<file path="config.mk">
export PLATFORM = sky130hd
export DESIGN_NAME = hazard_ctrl
export DESIGN_NICKNAME = d
export VERILOG_FILES = /design/src/rtl/hazard_ctrl.sv
export SDC_FILE = /design/constraint.sdc
export NUM_CORES = 1
export LEC_CHECK = 0
export ABC_AREA = 1
export CORE_MARGIN = 4
export CORE_UTILIZATION = 35
export CTS_CLUSTER_SIZE = 25
export DETAILED_ROUTE_END_ITERATION = 10
export SLEW_MARGIN = 20
export SYNTH_ARGS = -nofsm -noshare
export SYNTH_HDL_FRONTEND = slang
export SYNTH_SLANG_ARGS = --single-unit
</file>
<file path="constraint.sdc">
create_clock -name clk -period 3.2 [get_ports clk]
set_input_delay 0.64 -clock clk [delete_from_list [all_inputs] [get_ports clk]]
set_output_delay 0.64 -clock clk [all_outputs]
set_load 0.02 [all_outputs]
</file>
<file path="src/rtl/hazard_ctrl.sv">
`default_nettype none
// ============================================================================
//  Module   : hazard_ctrl
//  Brief    : Scoreboard stall/forwarding controller for a 5-stage MIPS pipe.
//  Revision : 1.0
// ============================================================================
module hazard_ctrl #(
    parameter int CNT_W = 32
) (
    input  logic             clk,
    input  logic             reset,
    input  logic [4:0]       rs_D,
    input  logic [4:0]       rt_D,
    input  logic             rs_use_D,
    input  logic             rt_use_D,
    input  logic             tuse_rs_D,
    input  logic [1:0]       tuse_rt_D,
    input  logic [1:0]       tnew_D,
    input  logic [4:0]       waddr_D,
    input  logic             regwrite_D,
    output logic             stall,
    output logic [1:0]       fwd_rs_D,
    output logic [1:0]       fwd_rt_D,
    output logic [1:0]       fwd_rs_E,
    output logic [1:0]       fwd_rt_E,
    output logic             fwd_rt_M,
    output logic [CNT_W-1:0] stall_cnt
);

    localparam logic [1:0] c_SRC_NONE = 2'd0;
    localparam logic [1:0] c_SRC_E    = 2'd1;
    localparam logic [1:0] c_SRC_M    = 2'd2;
    localparam logic [1:0] c_SRC_W    = 2'd3;

    logic [4:0]       waddr_E_q, waddr_M_q, waddr_W_q;
    logic             we_E_q, we_M_q, we_W_q;
    logic [1:0]       tnew_E_q, tnew_M_q, tnew_W_q;
    logic [4:0]       rs_E_q, rt_E_q, rt_M_q;
    logic [CNT_W-1:0] stall_cnt_q;

    logic [4:0]       waddr_E_d;
    logic             we_E_d;
    logic [1:0]       tnew_E_d;
    logic [4:0]       rs_E_d, rt_E_d;
    logic [CNT_W-1:0] stall_cnt_d;

    function automatic logic [1:0] sat_dec(input logic [1:0] t);
        return (t == 2'd0) ? 2'd0 : t - 2'd1;
    endfunction

    function automatic logic [1:0] tnew_of(input logic [1:0] src, input logic [1:0] te,
                                           input logic [1:0] tm, input logic [1:0] tw);
        case (src)
            c_SRC_E: return te;
            c_SRC_M: return tm;
            c_SRC_W: return tw;
            default: return 2'd0;
        endcase
    endfunction

    // Youngest producer wins; an older match behind it is stale.
    function automatic logic [1:0] e_fwd(input logic [4:0] s,
                                         input logic lm, input logic [4:0] wm, input logic [1:0] tm,
                                         input logic lw, input logic [4:0] ww, input logic [1:0] tw);
        if (s == 5'd0)              return c_SRC_NONE;
        if (lm && wm == s)          return (tm == 2'd0) ? c_SRC_M : c_SRC_NONE;
        if (lw && ww == s)          return (tw == 2'd0) ? c_SRC_W : c_SRC_NONE;
        return c_SRC_NONE;
    endfunction

    logic       w_live_E, w_live_M, w_live_W;
    logic [1:0] w_src_rs, w_src_rt, w_tnew_rs, w_tnew_rt;
    logic       w_stall_rs, w_stall_rt;

    assign w_live_E = we_E_q && (waddr_E_q != 5'd0);
    assign w_live_M = we_M_q && (waddr_M_q != 5'd0);
    assign w_live_W = we_W_q && (waddr_W_q != 5'd0);

    assign w_src_rs = (w_live_E && waddr_E_q == rs_D) ? c_SRC_E :
                      (w_live_M && waddr_M_q == rs_D) ? c_SRC_M :
                      (w_live_W && waddr_W_q == rs_D) ? c_SRC_W : c_SRC_NONE;
    assign w_src_rt = (w_live_E && waddr_E_q == rt_D) ? c_SRC_E :
                      (w_live_M && waddr_M_q == rt_D) ? c_SRC_M :
                      (w_live_W && waddr_W_q == rt_D) ? c_SRC_W : c_SRC_NONE;

    assign w_tnew_rs = tnew_of(w_src_rs, tnew_E_q, tnew_M_q, tnew_W_q);
    assign w_tnew_rt = tnew_of(w_src_rt, tnew_E_q, tnew_M_q, tnew_W_q);

    assign w_stall_rs = rs_use_D && (w_src_rs != c_SRC_NONE) && (w_tnew_rs > {1'b0, tuse_rs_D});
    assign w_stall_rt = rt_use_D && (w_src_rt != c_SRC_NONE) && (w_tnew_rt > tuse_rt_D);

    assign stall     = w_stall_rs | w_stall_rt;
    assign fwd_rs_D  = (w_tnew_rs == 2'd0) ? w_src_rs : c_SRC_NONE;
    assign fwd_rt_D  = (w_tnew_rt == 2'd0) ? w_src_rt : c_SRC_NONE;
    assign fwd_rs_E  = e_fwd(rs_E_q, w_live_M, waddr_M_q, tnew_M_q, w_live_W, waddr_W_q, tnew_W_q);
    assign fwd_rt_E  = e_fwd(rt_E_q, w_live_M, waddr_M_q, tnew_M_q, w_live_W, waddr_W_q, tnew_W_q);
    assign fwd_rt_M  = w_live_W && (waddr_W_q == rt_M_q) && (rt_M_q != 5'd0);
    assign stall_cnt = stall_cnt_q;

    always_comb begin
        waddr_E_d   = waddr_D;
        we_E_d      = regwrite_D;
        tnew_E_d    = tnew_D;
        rs_E_d      = rs_D;
        rt_E_d      = rt_D;
        stall_cnt_d = stall_cnt_q;
        if (stall) begin
            waddr_E_d = 5'd0;
            we_E_d    = 1'b0;
            tnew_E_d  = 2'd0;
            rs_E_d    = 5'd0;
            rt_E_d    = 5'd0;
            if (~&stall_cnt_q) begin
                stall_cnt_d = stall_cnt_q + CNT_W'(1);
            end
        end
    end

    always_ff @(posedge clk or posedge reset) begin
        if (reset) begin
            waddr_E_q   <= 5'd0;
            we_E_q      <= 1'b0;
            tnew_E_q    <= 2'd0;
            rs_E_q      <= 5'd0;
            rt_E_q      <= 5'd0;
            waddr_M_q   <= 5'd0;
            we_M_q      <= 1'b0;
            tnew_M_q    <= 2'd0;
            rt_M_q      <= 5'd0;
            waddr_W_q   <= 5'd0;
            we_W_q      <= 1'b0;
            tnew_W_q    <= 2'd0;
            stall_cnt_q <= '0;
        end else begin
            waddr_E_q   <= waddr_E_d;
            we_E_q      <= we_E_d;
            tnew_E_q    <= tnew_E_d;
            rs_E_q      <= rs_E_d;
            rt_E_q      <= rt_E_d;
            waddr_M_q   <= waddr_E_q;
            we_M_q      <= we_E_q;
            tnew_M_q    <= sat_dec(tnew_E_q);
            rt_M_q      <= rt_E_q;
            waddr_W_q   <= waddr_M_q;
            we_W_q      <= we_M_q;
            tnew_W_q    <= sat_dec(tnew_M_q);
            stall_cnt_q <= stall_cnt_d;
        end
    end

endmodule
`default_nettype wire

</file>
==> metrics.yaml <==
cts:
  clock-root-buffer: "clkbuf_16"
  htreeDepth: 3
  cts_buffers: 9
  cts_tree: "done"
  clk-insertion-delay-late_ns: 0.34
  cts_hold_buf: 0
  clock_path_buffers: 2
  cts.clk_slew.worst_paths_ns: 0.06
  clkSinkCount: 71
critical_path:
  worst_setup_path_end_kind: "output pin"
  r2r_end: "stall_cnt[31]$_DFFE_PP0P_"
  start_kind: "primary input"
  crit_fanout: 3
  worstPathRequired_ns: 2.56
  max_stage_delay_ns: 0.30
  r2r_slack_ns: 0.13
  cp_common_cell: "buf_6"
  crit_slowest_cell: "ha_4"
  r2r_cells: 20
  r2r_start: "waddr_M_q[0]$_DFF_PP0_"
  critical_path_class: "primary input to output pin"
  arrival_ns: 2.70
  crit_chain: "buf_6, buf_6, nand2_1, nand4_1, nor3_4, a21oi_2, nand2_1, nor2_1, nor2_1, inv_1, ha_4, a21oi_4, a21oi_2, nand3_2, nand2_4, buf_6"
pwr:
  ir_drop_uv: 348
  p_leak_nw: 2.92
  powerDensity_nw_per_um2: 394
sta:
  drv_slew: 0
  rsz0062_at_grt: "yes"
  hold_viol: 0
  setup_viol_count_final: 1
  period_share_pct: 104
  fin_ws_ns: -0.143
  worst_slew_pin_slew_ns: 0.711
  max_freq_ghz: 0.299
  tns_ns: -0.143
  fin_skew_ns: 0.00605
  timing.slew.headroom_pct: 52.5
  holdWs_ns: 0.392
  finalCriticalPeriod_ns: 3.34
routing:
  ant_nets: 0
  wl_per_cell_um: 14.6
  drtPass1Iterations: 5
  via_per_inst: 4.80
  wl_mm: 12.8
  first_iter_violations: 220
  vias: 4198
  drc: 0
grt:
  grt_overflow: 0
  antenna_found_initial: 0
  grt_pass1_vias: 4464
  grt_pass1_wl_mm: 21.2
  top_usage_layer: "met2"
  grt_max_degree: 53
  grt_util_met3_pct: 4.57
  use_met2_pct: 32.8
  grt_use_total_pct: 18.3
  grt_util_met1_pct: 21.2
floorplan:
  ioPinCount: 67
  die_w_um: 120
  rows: 40
  core_area_um2: 12100
  initial_core_util_pct: 36.0
  dieArea_um2: 14300
  die_h_um: 120
placement:
  port_buffers: 66
  dp_cells: 850
  gp_congestion: 0.918
  hpwl_mm: 9.38
logic_synthesis:
  ys_types: 33
  yosysTopAreaCell: "dfrtp_1"
  syn-num-nets: 617
  netlist_instances: 588
  yosysTopAreaCellShare_pct: 40.7
  yosys_warnings: 0
  ys_ff_latch: 71
  yosysSeqAreaShare_pct: 40.7
  synth_area_leaders: "dfrtp_1, nand2_1, xor2_1"
  syn_avg_cell_area_um2: 7.42
  syn-cell-area_um2: 4360
finish:
  drive_gt1_share_pct: 18.3
  diodes: 0
  finalNonFillerCells: 874
  nets: 730
  fillerInstances: 1190
  area_growth_pct: 37.4
status:
  violations: "negative setup slack"
  outcome: "complete, but fails checks"
min_path:
  holdPathEnd: "we_M_q$_DFF_PP0_"
  hold_path_class: "flop to flop"
  hold_start: "we_E_q$_DFF_PP0_"
  hold-path-cell-count: 0
job:
  cap_violations: 0
-- how the worst max path moves through the flow --
stage	from	endpoint	slack (ns)	cells past startpoint
3_3_place_gp	rt_D[0]	stall	-0.99	16
3_5_place_dp	rt_D[0]	stall	-1.06	16
5_1_grt	rs_D[2]	stall	-0.27	16
6_report	rt_D[0]	stall	-0.14	16
2_1_floorplan	rt_D[0]	stall	0.12	16
4_1_cts	rs_D[1]	stall	-0.18	16
-- worst max-delay path, delay by kind of cell --
family	cells	cell delay, ns
simple gates	8	1.07
buf+inv	4	0.44
fa+ha+maj	1	0.30
compound gates	3	0.26
-- report_power, final --
part	internal, W	total (W)	switching [W]
clock network	0.000633	0.00103	0.000394
registers	0.000938	0.000989	0.0000504
logic	0.000162	0.000345	0.000183
total	0.00173	0.00236	0.000627
-- cell usage in the layout (no fill, tap or decap), types with 6 or more instances in the layout --
master,instances
nor4_1,8
nand3_1,48
nand2_1,163
xor2_1,39
buf_4,51
nor3_1,16
xnor2_1,22
inv_1,60
nor2_2,6
nand4_1,18
dfrtp_1,66
clkdlybuf4s50_1,51
clkbuf_16,10
clkbuf_2,7
inv_2,9
nor2_1,63
-- flip-flops by register name (all words and copies together) (netlist names), 2 cells and up --
register	count
rt_E_q	5
tnew_E_q	2
rs_E_q	5
stall_cnt	32
waddr_E_q	5
tnew_W_q	2
rt_M_q	5
waddr_M_q	5
tnew_M_q	2
waddr_W_q	5
-- cell type report --
type                       count  area [µm²]  area share, %
clock buffer                  11         243           4.05
clock inverter                 5        63.8           1.06
inverter                      69         259           4.32
multi-input combinational    427        2310           38.6
sequential                    71        1780           29.7
tap                          168         210           3.51
timing repair buffer         123        1120           18.7
-- kinds of logic after synthesis --
logic type	synth area share, %
simple gates	33.9
buf+inv	9.01
flops	40.7
xor+xnor	12.5
compound gates	2.70
fa+ha+maj	1.15
-- synthesized netlist by cell type, drive strengths merged --
| master | instances |
|---|---|
| nor4 | 9 |
| nand4 | 18 |
| a2111oi | 1 |
| ha | 4 |
| xor2 | 39 |
| and3 | 1 |
| a31oi | 1 |
| clkbuf | 6 |
| o22ai | 3 |
| nor3 | 20 |
| o21ai | 2 |
| a21o | 1 |
| or2 | 1 |
| dfrtp | 71 |
| nand3b | 1 |
| xnor2 | 23 |
| nor2 | 70 |
| buf | 15 |
| a221oi | 1 |
| nand2 | 170 |
| inv | 69 |
| a21oi | 8 |
| nand3 | 52 |
| a41o | 1 |
| o31ai | 1 |
-- per-stage QoR --
stage                     worst slack [ns]  util (%)  cell area (µm²)  power (W)
after floorplan                      0.121         -             4360    0.00117
after global placement              -0.992      45.3             5490    0.00132
after detailed placement             -1.06      45.3             5490    0.00133
after CTS                           -0.178      48.3             5850    0.00237
after global routing                -0.265      49.5             5990    0.00247
final                               -0.143      49.5             5990    0.00236
-- repair_timing --
item	in CTS	in global routing
gates resized for setup	39	59
pin swaps	11	26
setup buffers	1	6
gates cloned	0	1
setup endpoints to repair	55	57
-- routing by layer --
metal	part of all wire [%]	wire length, µm
met5	0	0
met4	2.7	347
met3	4.2	539
met2	51	6540
met1	42	5370
Power figures use the tool's default switching activity.
